File: src/rtl/title_menu_ctrl_pkg.sv
// Shared encodings for the title/menu control stage.
package title_menu_ctrl_pkg;

  typedef enum logic [1:0] {
    TITLE    = 2'd0,
    STARTING = 2'd1,
    GAME     = 2'd2
  } menu_state_t;

  localparam logic PLAYERS_1 = 1'b0;
  localparam logic PLAYERS_2 = 1'b1;

  // Button slot order inside the debouncer instance array.
  localparam int BTN_UP    = 0;
  localparam int BTN_DOWN  = 1;
  localparam int BTN_START = 2;
  localparam int NUM_BTNS  = 3;

  // Width of a counter holding 0..n-1; never narrower than one bit.
  function automatic int cnt_w(input int n);
    return (n > 1) ? $clog2(n) : 1;
  endfunction

endpackage

File: src/rtl/title_menu_ctrl_btn_debounce.sv
// Per-button 2-flop synchroniser, stability counter and rising-edge press.
module btn_debounce
  import title_menu_ctrl_pkg::*;
#(
  parameter int DEBOUNCE_CYCLES = 650000
) (
  input  logic clk,
  input  logic rst,
  input  logic btn,
  output logic press
);

  localparam int CW = cnt_w(DEBOUNCE_CYCLES);
  localparam logic [CW-1:0] CNT_MAX = CW'(DEBOUNCE_CYCLES - 1);

  logic [1:0]    sync;
  logic [CW-1:0] cnt;
  logic          lvl;
  logic          lvl_q;

  // Synchronise, then adopt the new level only after it held for DEBOUNCE_CYCLES.
  always_ff @(posedge clk) begin
    if (rst) begin
      sync  <= '0;
      cnt   <= '0;
      lvl   <= 1'b0;
      lvl_q <= 1'b0;
    end else begin
      sync  <= {sync[0], btn};
      lvl_q <= lvl;
      if (sync[1] == lvl) begin
        cnt <= '0;
      end else if (cnt == CNT_MAX) begin
        lvl <= sync[1];
        cnt <= '0;
      end else begin
        cnt <= cnt + 1'b1;
      end
    end
  end

  // Internal one-cycle event; the top registers everything it drives out.
  assign press = lvl & ~lvl_q;

endmodule

File: src/rtl/title_menu_ctrl.sv
// Title/menu controller: debounced buttons, frame tick, menu FSM and blink.
module title_menu_ctrl
  import title_menu_ctrl_pkg::*;
#(
  parameter int DEBOUNCE_CYCLES    = 650000,
  parameter int BLINK_FRAMES       = 30,
  parameter int START_DELAY_FRAMES = 60
) (
  input  logic pclk,
  input  logic rst,
  input  logic btn_up,
  input  logic btn_down,
  input  logic btn_start,
  input  logic vsync,
  input  logic game_over,
  output logic playerCount,
  output logic title_active,
  output logic blink,
  output logic game_start
);

  localparam int FRAMES_MAX = (BLINK_FRAMES > START_DELAY_FRAMES) ? BLINK_FRAMES : START_DELAY_FRAMES;
  localparam int FW = cnt_w(FRAMES_MAX);
  localparam logic [FW-1:0] BLINK_MAX = FW'(BLINK_FRAMES - 1);
  localparam logic [FW-1:0] START_MAX = FW'(START_DELAY_FRAMES - 1);

  logic [NUM_BTNS-1:0] raw;
  logic [NUM_BTNS-1:0] press;
  logic                up, down, start;

  assign raw   = {btn_start, btn_down, btn_up};
  assign up    = press[BTN_UP];
  assign down  = press[BTN_DOWN];
  assign start = press[BTN_START];

  btn_debounce #(.DEBOUNCE_CYCLES(DEBOUNCE_CYCLES)) u_db [NUM_BTNS-1:0] (
    .clk   (pclk),
    .rst   (rst),
    .btn   (raw),
    .press (press)
  );

  logic vs_q;
  logic frame_tick;

  // Registered vsync rising edge marks the start of each frame.
  always_ff @(posedge pclk) begin
    if (rst) begin
      vs_q       <= 1'b0;
      frame_tick <= 1'b0;
    end else begin
      vs_q       <= vsync;
      frame_tick <= vsync & ~vs_q;
    end
  end

  menu_state_t   state;
  logic          pending_sel;
  logic [FW-1:0] fcnt;

  // Menu FSM; fcnt is the blink counter in TITLE and the start delay in STARTING.
  always_ff @(posedge pclk) begin
    if (rst) begin
      state        <= TITLE;
      pending_sel  <= PLAYERS_1;
      playerCount  <= PLAYERS_1;
      title_active <= 1'b1;
      blink        <= 1'b0;
      game_start   <= 1'b0;
      fcnt         <= '0;
    end else begin
      game_start   <= 1'b0;
      title_active <= (state != GAME);
      case (state)
        TITLE: begin
          if (up && !down)      pending_sel <= PLAYERS_1;
          else if (down && !up) pending_sel <= PLAYERS_2;
          // Selection only reaches the renderer at a frame boundary.
          if (frame_tick) begin
            playerCount <= pending_sel;
            if (fcnt == BLINK_MAX) begin
              fcnt  <= '0;
              blink <= ~blink;
            end else begin
              fcnt <= fcnt + 1'b1;
            end
          end
          if (start) begin
            state <= STARTING;
            fcnt  <= '0;
            blink <= 1'b1;
          end
        end
        STARTING: begin
          blink <= 1'b1;
          if (frame_tick) begin
            if (fcnt == START_MAX) begin
              game_start <= 1'b1;
              state      <= GAME;
              fcnt       <= '0;
            end else begin
              fcnt <= fcnt + 1'b1;
            end
          end
        end
        GAME: begin
          blink <= 1'b0;
          if (game_over) begin
            state <= TITLE;
            fcnt  <= '0;
          end
        end
        default: state <= TITLE;
      endcase
    end
  end

endmodule

File: config.mk
export PLATFORM = sky130hd
export DESIGN_NAME = title_menu_ctrl
export DESIGN_NICKNAME = d
export VERILOG_FILES = /design/src/rtl/title_menu_ctrl_pkg.sv /design/src/rtl/title_menu_ctrl_btn_debounce.sv /design/src/rtl/title_menu_ctrl.sv
export SDC_FILE = /design/constraint.sdc
export NUM_CORES = 1
export LEC_CHECK = 0
export CELL_PAD_IN_SITES_DETAIL_PLACEMENT = 0
export CELL_PAD_IN_SITES_GLOBAL_PLACEMENT = 1
export CORE_ASPECT_RATIO = 1.25
export CORE_MARGIN = 1
export CORE_UTILIZATION = 47
export DETAILED_ROUTE_END_ITERATION = 10
export PLACE_DENSITY = 0.76
export SLEW_MARGIN = 15
export SYNTH_ARGS = -nofsm -noshare
export SYNTH_HDL_FRONTEND = slang
export SYNTH_SLANG_ARGS = --single-unit
File: constraint.sdc
create_clock -name pclk -period 2.7 [get_ports pclk]
set_input_delay 0.54 -clock pclk [delete_from_list [all_inputs] [get_ports pclk]]
set_output_delay 0.54 -clock pclk [all_outputs]
set_load 0.1 [all_outputs]
## Word-level counts from Yosys, hierarchy flattened

Cells that the tools add are included.

| word-level totals | value |
|---|---|
| logic and storage cells | 94 |
| output and inout bits | 4 |
| register bits after elaboration | 87 |
| bits of input ports | 7 |

| operators by class | value |
|---|---|
| equal/unequal tests | 17 |
| mux-type cells | 19 |
| reductions and logical operators | 19 |
| add/subtract/negate cells | 4 |
| bitwise gates (word level) | 14 |

Operators by type and width:

| kind | number |
|---|---|
| $add 20x1->20 const B | 3 |
| $eq 20x20->1 const B | 3 |
| $mux 6 | 6 |
| $pmux 6 s3 | 1 |
| $reduce_or 3->1 | 4 |
| $ne 2x2->1 const B | 5 |
| $not 1->1 | 10 |
| $reduce_and 2->1 | 5 |
| $mux 2 | 4 |
| $reduce_and 4->1 | 2 |
| $add 6x1->6 const B | 1 |
| $eq 6x5->1 const B | 1 |
| $eq 6x6->1 const B | 1 |
| $mux 1 | 6 |
| $ne 3x3->1 const B | 2 |
| $pmux 2 s3 | 1 |
| $and 1x1->1 | 4 |
| $eq 1x1->1 | 3 |
| $pmux 1 s3 | 1 |
| $reduce_and 3->1 | 1 |
| $reduce_bool 3->1 | 1 |
| $eq 2x1->1 const B | 1 |
| $eq 2x2->1 const B | 1 |
| $logic_and 1x1->1 | 2 |
| other kinds (3) | 4 |

## Longest topological paths before layout

| depth | value |
|---|---|
| depth after elaboration | 6 |
| depth in mapped cells | 7 |
| depth with buffers taken out | 6 |

## Modules after synthesis

From an unflattened synthesis, not the netlist that was laid out.

| second synthesis, totals | value |
|---|---|
| cells, all modules | 443 |
| area, all modules | 3990.1 µm² |

By module, submodules not included:

| module | cells an instance | area each (µm²) | times used | sequential area each (µm²) |
|---|---|---|---|---|
| btn_debounce | 116 | 1061.0 | 3 | 480.5 |
| title_menu_ctrl | 95 | 807.0 | 1 | 300.3 |

## Worst setup path after synthesis

OpenSTA, ideal clock, no wires.

| timing path | value |
|---|---|
| kind | flip-flop to flip-flop |
| start | register state[1] |
| end | register fcnt[1] |
| data arrival time | 1.817 ns |
| library setup time | 0.071 ns |
| path buffers | 1 |
| clock period less this slack | 1.887 ns |
| stages on the path, launching flop included | 8 |
| slack | 0.813 ns |
| required time | 2.629 ns |
| path through | dfxtp_1 -> inv_1 -> ha_1 -> a22o_1 -> a311o_1 -> clkbuf_1 -> or3_1 -> a21oi_1 |

| on the way | value |
|---|---|
| longest elaborated chain between the ends | 3 |
| elaborated cells on any way between the ends | 9 |
| classes of those cells | eq/ne (5); mux (1); reduce/logical (3) |

Ends and longest elaborated chain:

| item | RTL line | RTL |
|---|---|---|
| start, declared | title_menu_ctrl.sv:57 | `menu_state_t state;` |
| start signal, assigned | title_menu_ctrl.sv:64 | `state <= TITLE;` |
| start signal, assigned | title_menu_ctrl.sv:89 | `state <= STARTING;` |
| start signal, assigned | title_menu_ctrl.sv:99 | `state <= GAME;` |
| $eq 2x1->1, or another cell as far along | title_menu_ctrl.sv:74 | `case (state)` |
| $ne 2x2->1 (no line), or another cell as far along | - |  |
| $reduce_and 4->1 (no line) | - |  |
| end signal, assigned | title_menu_ctrl.sv:85 | `fcnt <= fcnt + 1'b1;` |
| end signal, assigned | title_menu_ctrl.sv:102 | `fcnt <= fcnt + 1'b1;` |
| end, declared | title_menu_ctrl.sv:59 | `logic [FW-1:0] fcnt;` |

Several ways; a longest one is shown, not always the timed one.
A chain may end at the register's enable or synchronous reset.

## Worst setup path after layout

| timing path | value |
|---|---|
| start | register u_db[1].cnt[11] |
| end | register u_db[1].cnt[12] |

| on the way | value |
|---|---|
| longest elaborated chain between the ends | 2 |
| elaborated cells on any way between the ends | 3 |
| classes of those cells | add/sub (1); eq/ne (1); reduce/logical (1) |

Ends and longest elaborated chain:

| item | RTL line | RTL |
|---|---|---|
| start, declared | title_menu_ctrl_btn_debounce.sv:17 | `logic [CW-1:0] cnt;` |
| start signal, assigned | title_menu_ctrl_btn_debounce.sv:37 | `cnt <= cnt + 1'b1;` |
| branches (longest 2 deep; another with $add 20x1->20) | - |  |

Parallel ways; which one is timed is not known.

==> metrics.yaml <==
run_status:
  status: "complete, no violations"
routing:
  wl_per_cell_um: 11.8
  drtIter0Drc: 62
  ant_nets: 0
  firstDrtPassIters: 4
  wl_mm: 6.26
  drc: 0
  vias_per_cell: 5.08
  vias: 2705
yosys:
  synth-seq-cells: 87
  synth_top_area_share_pct: 46.6
  synth-main-ff-cell: "dfxtp_1"
  synth_area_per_cell_um2: 8.96
  synth_commonest_cells: "dfxtp_1, nor2_1, xor2_1, nand3_1, nand2_1"
  synthArstFlopShare_pct: 0
  yosysWarnings: 0
  ys_seq_area_share_pct: 46.6
  synth-edff-count: 0
  synth_top_area_cell: "dfxtp_1"
  syn_nets: 434
  synth_cells: 417
  yosysMostFrequentCell: "dfxtp_1"
  synth_area_um2: 3730
  synth.distinct_cells: 40
  synthTopCellsByArea: "dfxtp_1, xor2_1, nor2_1"
placed_design:
  placed_area_um2: 3930
  dp_cells: 518
  place_congestion: 0.741
  dp_worst_setup_slack_ns: 0.320
  io_buffers: 10
  dp_hpwl_mm: 4.31
timing:
  rsz0062_at_grt: "no"
  clock_skew_ns: 0.00737
  slew_headroom_pct: 47.2
  setup_slack_ns: 0.523
  finalHoldViolCount: 0
  drv_slew: 0
  tightest_slew_ns: 0.787
  tns_ns: 0
  whs_ns: 0.387
  min_period_ns: 2.18
  fmax_ghz: 0.459
  finalSetupViolations: 0
  fin_crit_sh_pct: 80.6
setup_path:
  worst-setup-path-type: "reg -> reg"
  cp-endpoint: "u_db[1].cnt[12]$_SDFF_PP0_"
  crit_fanout: 20
  r2r_end: "u_db[1].cnt[12]$_SDFF_PP0_"
  endpoint_kind: "flip-flop"
  slowest_delay_ns: 0.44
  cp_cell_sequence: "or4b_1 -> or4_1 -> nor4_2 -> or3_2 -> nor2_1"
  r2r_start: "u_db[1].cnt[11]$_SDFF_PP0_"
  worst_setup_path_start_kind: "flip-flop"
  r2r_slack_ns: 0.52
  reg2regPathDepth: 5
  crit_path_start: "u_db[1].cnt[11]$_SDFF_PP0_"
  critPathSlowestCell: "dfxtp_1"
  crit_arrival_ns: 2.40
  worst_ep_required_time_ns: 2.93
die:
  row_count: 36
  die_w_um: 81.7
  die_y_um: 102
  fp.coreArea_um2: 7750
  initial_core_util_pct: 48.2
  pin_count: 11
  dieArea_um2: 8310
pwr:
  cellPowerDensity_nw_per_um2: 587
  finalPower_mw: 2.43
  p_leak_nw: 1.39
  vdd_ir_drop_max_mv: 0.328
finish:
  syn2layout_area_growth_pct: 10.6
  n_antenna_cell: 0
  post-route-util_pct: 53.3
  nNetsFinal: 451
  stdcell_count: 533
  stdcell_area_um2: 4130
  drive_gt1_share_pct: 7.53
  n_fill_cell: 756
clock_tree:
  path_clk_slew_ns: 0.08
  cts-root-buf: "clkbuf_8"
  postCtsResizedCells: 0
  clk_latency_ns: 0.35
  h-tree-depth: 3
  cts.hold.buffers_added: 0
  clkSinkCount: 87
  cts_tree: "done"
  cts_buffers: 9
  cts_buffer_depth: 2
  postCtsSetupRepairBufs: 0
global_routing:
  grt_pass1_wl_mm: 11.2
  grt_pass1_vias: 2556
  grt_usage_pct: 17.2
  antenna_found_initial: 0
  grt_max_degree: 21
  grt-ovfl-total: 0
job:
  maxCapViolCount: 0
min_path:
  hp-class: "reg -> reg"
## cell type report
cell class | instances | area (µm²) | share of cell area, %
multi-input cells | 305 | 1880 | 45.6
flip-flops and latches | 87 | 1740 | 42.2
clock buffers | 11 | 151 | 3.67
repair buffers | 16 | 135 | 3.27
well taps | 95 | 119 | 2.88
inverters | 15 | 56.3 | 1.36
clock inverters | 4 | 45.0 | 1.09
## cells by family (layout without fill, tap and decap cells)
| logic type | count (synthesis) | after routing | synth area share, % |
|---|---|---|---|
| multiplexers | 6 | 6 | 1.61 |
| AO/OA/AOI/OAI | 17 | 17 | 3.35 |
| XOR/XNOR | 57 | 57 | 13.4 |
| AND/OR/NAND/NOR | 215 | 215 | 28.7 |
| flip-flops | 87 | 87 | 46.6 |
| buffers and inverters | 25 | 46 | 2.98 |
| adder cells (fa/ha/maj) | 10 | 10 | 3.35 |
## report_power, final
part           total (mW)  internal [mW]  switching [mW]  leakage (nW)
Sequential           1.32           1.30          0.0196         0.703
Clock               0.901          0.468           0.432         0.105
Combinational       0.202         0.0830           0.119         0.584
## state kept, by name (all words and copies together), names as in the netlist
signal / cells
u_db.lvl_q: 3
u_db.lvl: 3
game_start: 1
playerCount: 1
fcnt: 6
frame_tick: 1
pending_sel: 1
title_active: 1
u_db.sync: 6
u_db.cnt: 60
vs_q: 1
state: 2
blink: 1
## critical path, delay by kind of cell, from the launching register on
kind	cells	cell delay (ns)
flops	1	0.44
simple gates	5	1.62
## cells in the final DEF, fill, tap and decap left out, drive strengths merged, types with 6 or more instances in the layout
cell / n
mux2i: 6
nor3: 9
clkdlybuf4s50: 6
nor2b: 14
nor2: 76
clkbuf: 11
nor4: 8
ha: 10
and3: 8
dfxtp: 87
xor2: 34
nand4: 15
nand2: 26
nand3: 33
xnor2: 23
buf: 10
inv: 15
## metal layers
metal	vias up	track usage, %	part of all wire, %
met5	-	0	0
met1	1236	21.8	50
li1	1441	-	-
met3	11	3.06	1.6
met4	0	9.18	2.3
met2	17	27.6	46
## worst min path at each step
stage                    startpoint               endpoint  cells after the start  slack [ns]
floorplan           vs_q$_SDFF_PP0_  frame_tick$_SDFF_PP0_                      1        0.37
global placement    vs_q$_SDFF_PP0_  frame_tick$_SDFF_PP0_                      1        0.37
detailed placement  vs_q$_SDFF_PP0_  frame_tick$_SDFF_PP0_                      1        0.38
CTS                 vs_q$_SDFF_PP0_  frame_tick$_SDFF_PP0_                      1        0.39
global route        vs_q$_SDFF_PP0_  frame_tick$_SDFF_PP0_                      1        0.41
finish              vs_q$_SDFF_PP0_  frame_tick$_SDFF_PP0_                      1        0.39
No activity file was read; power rests on OpenSTA's default activity.
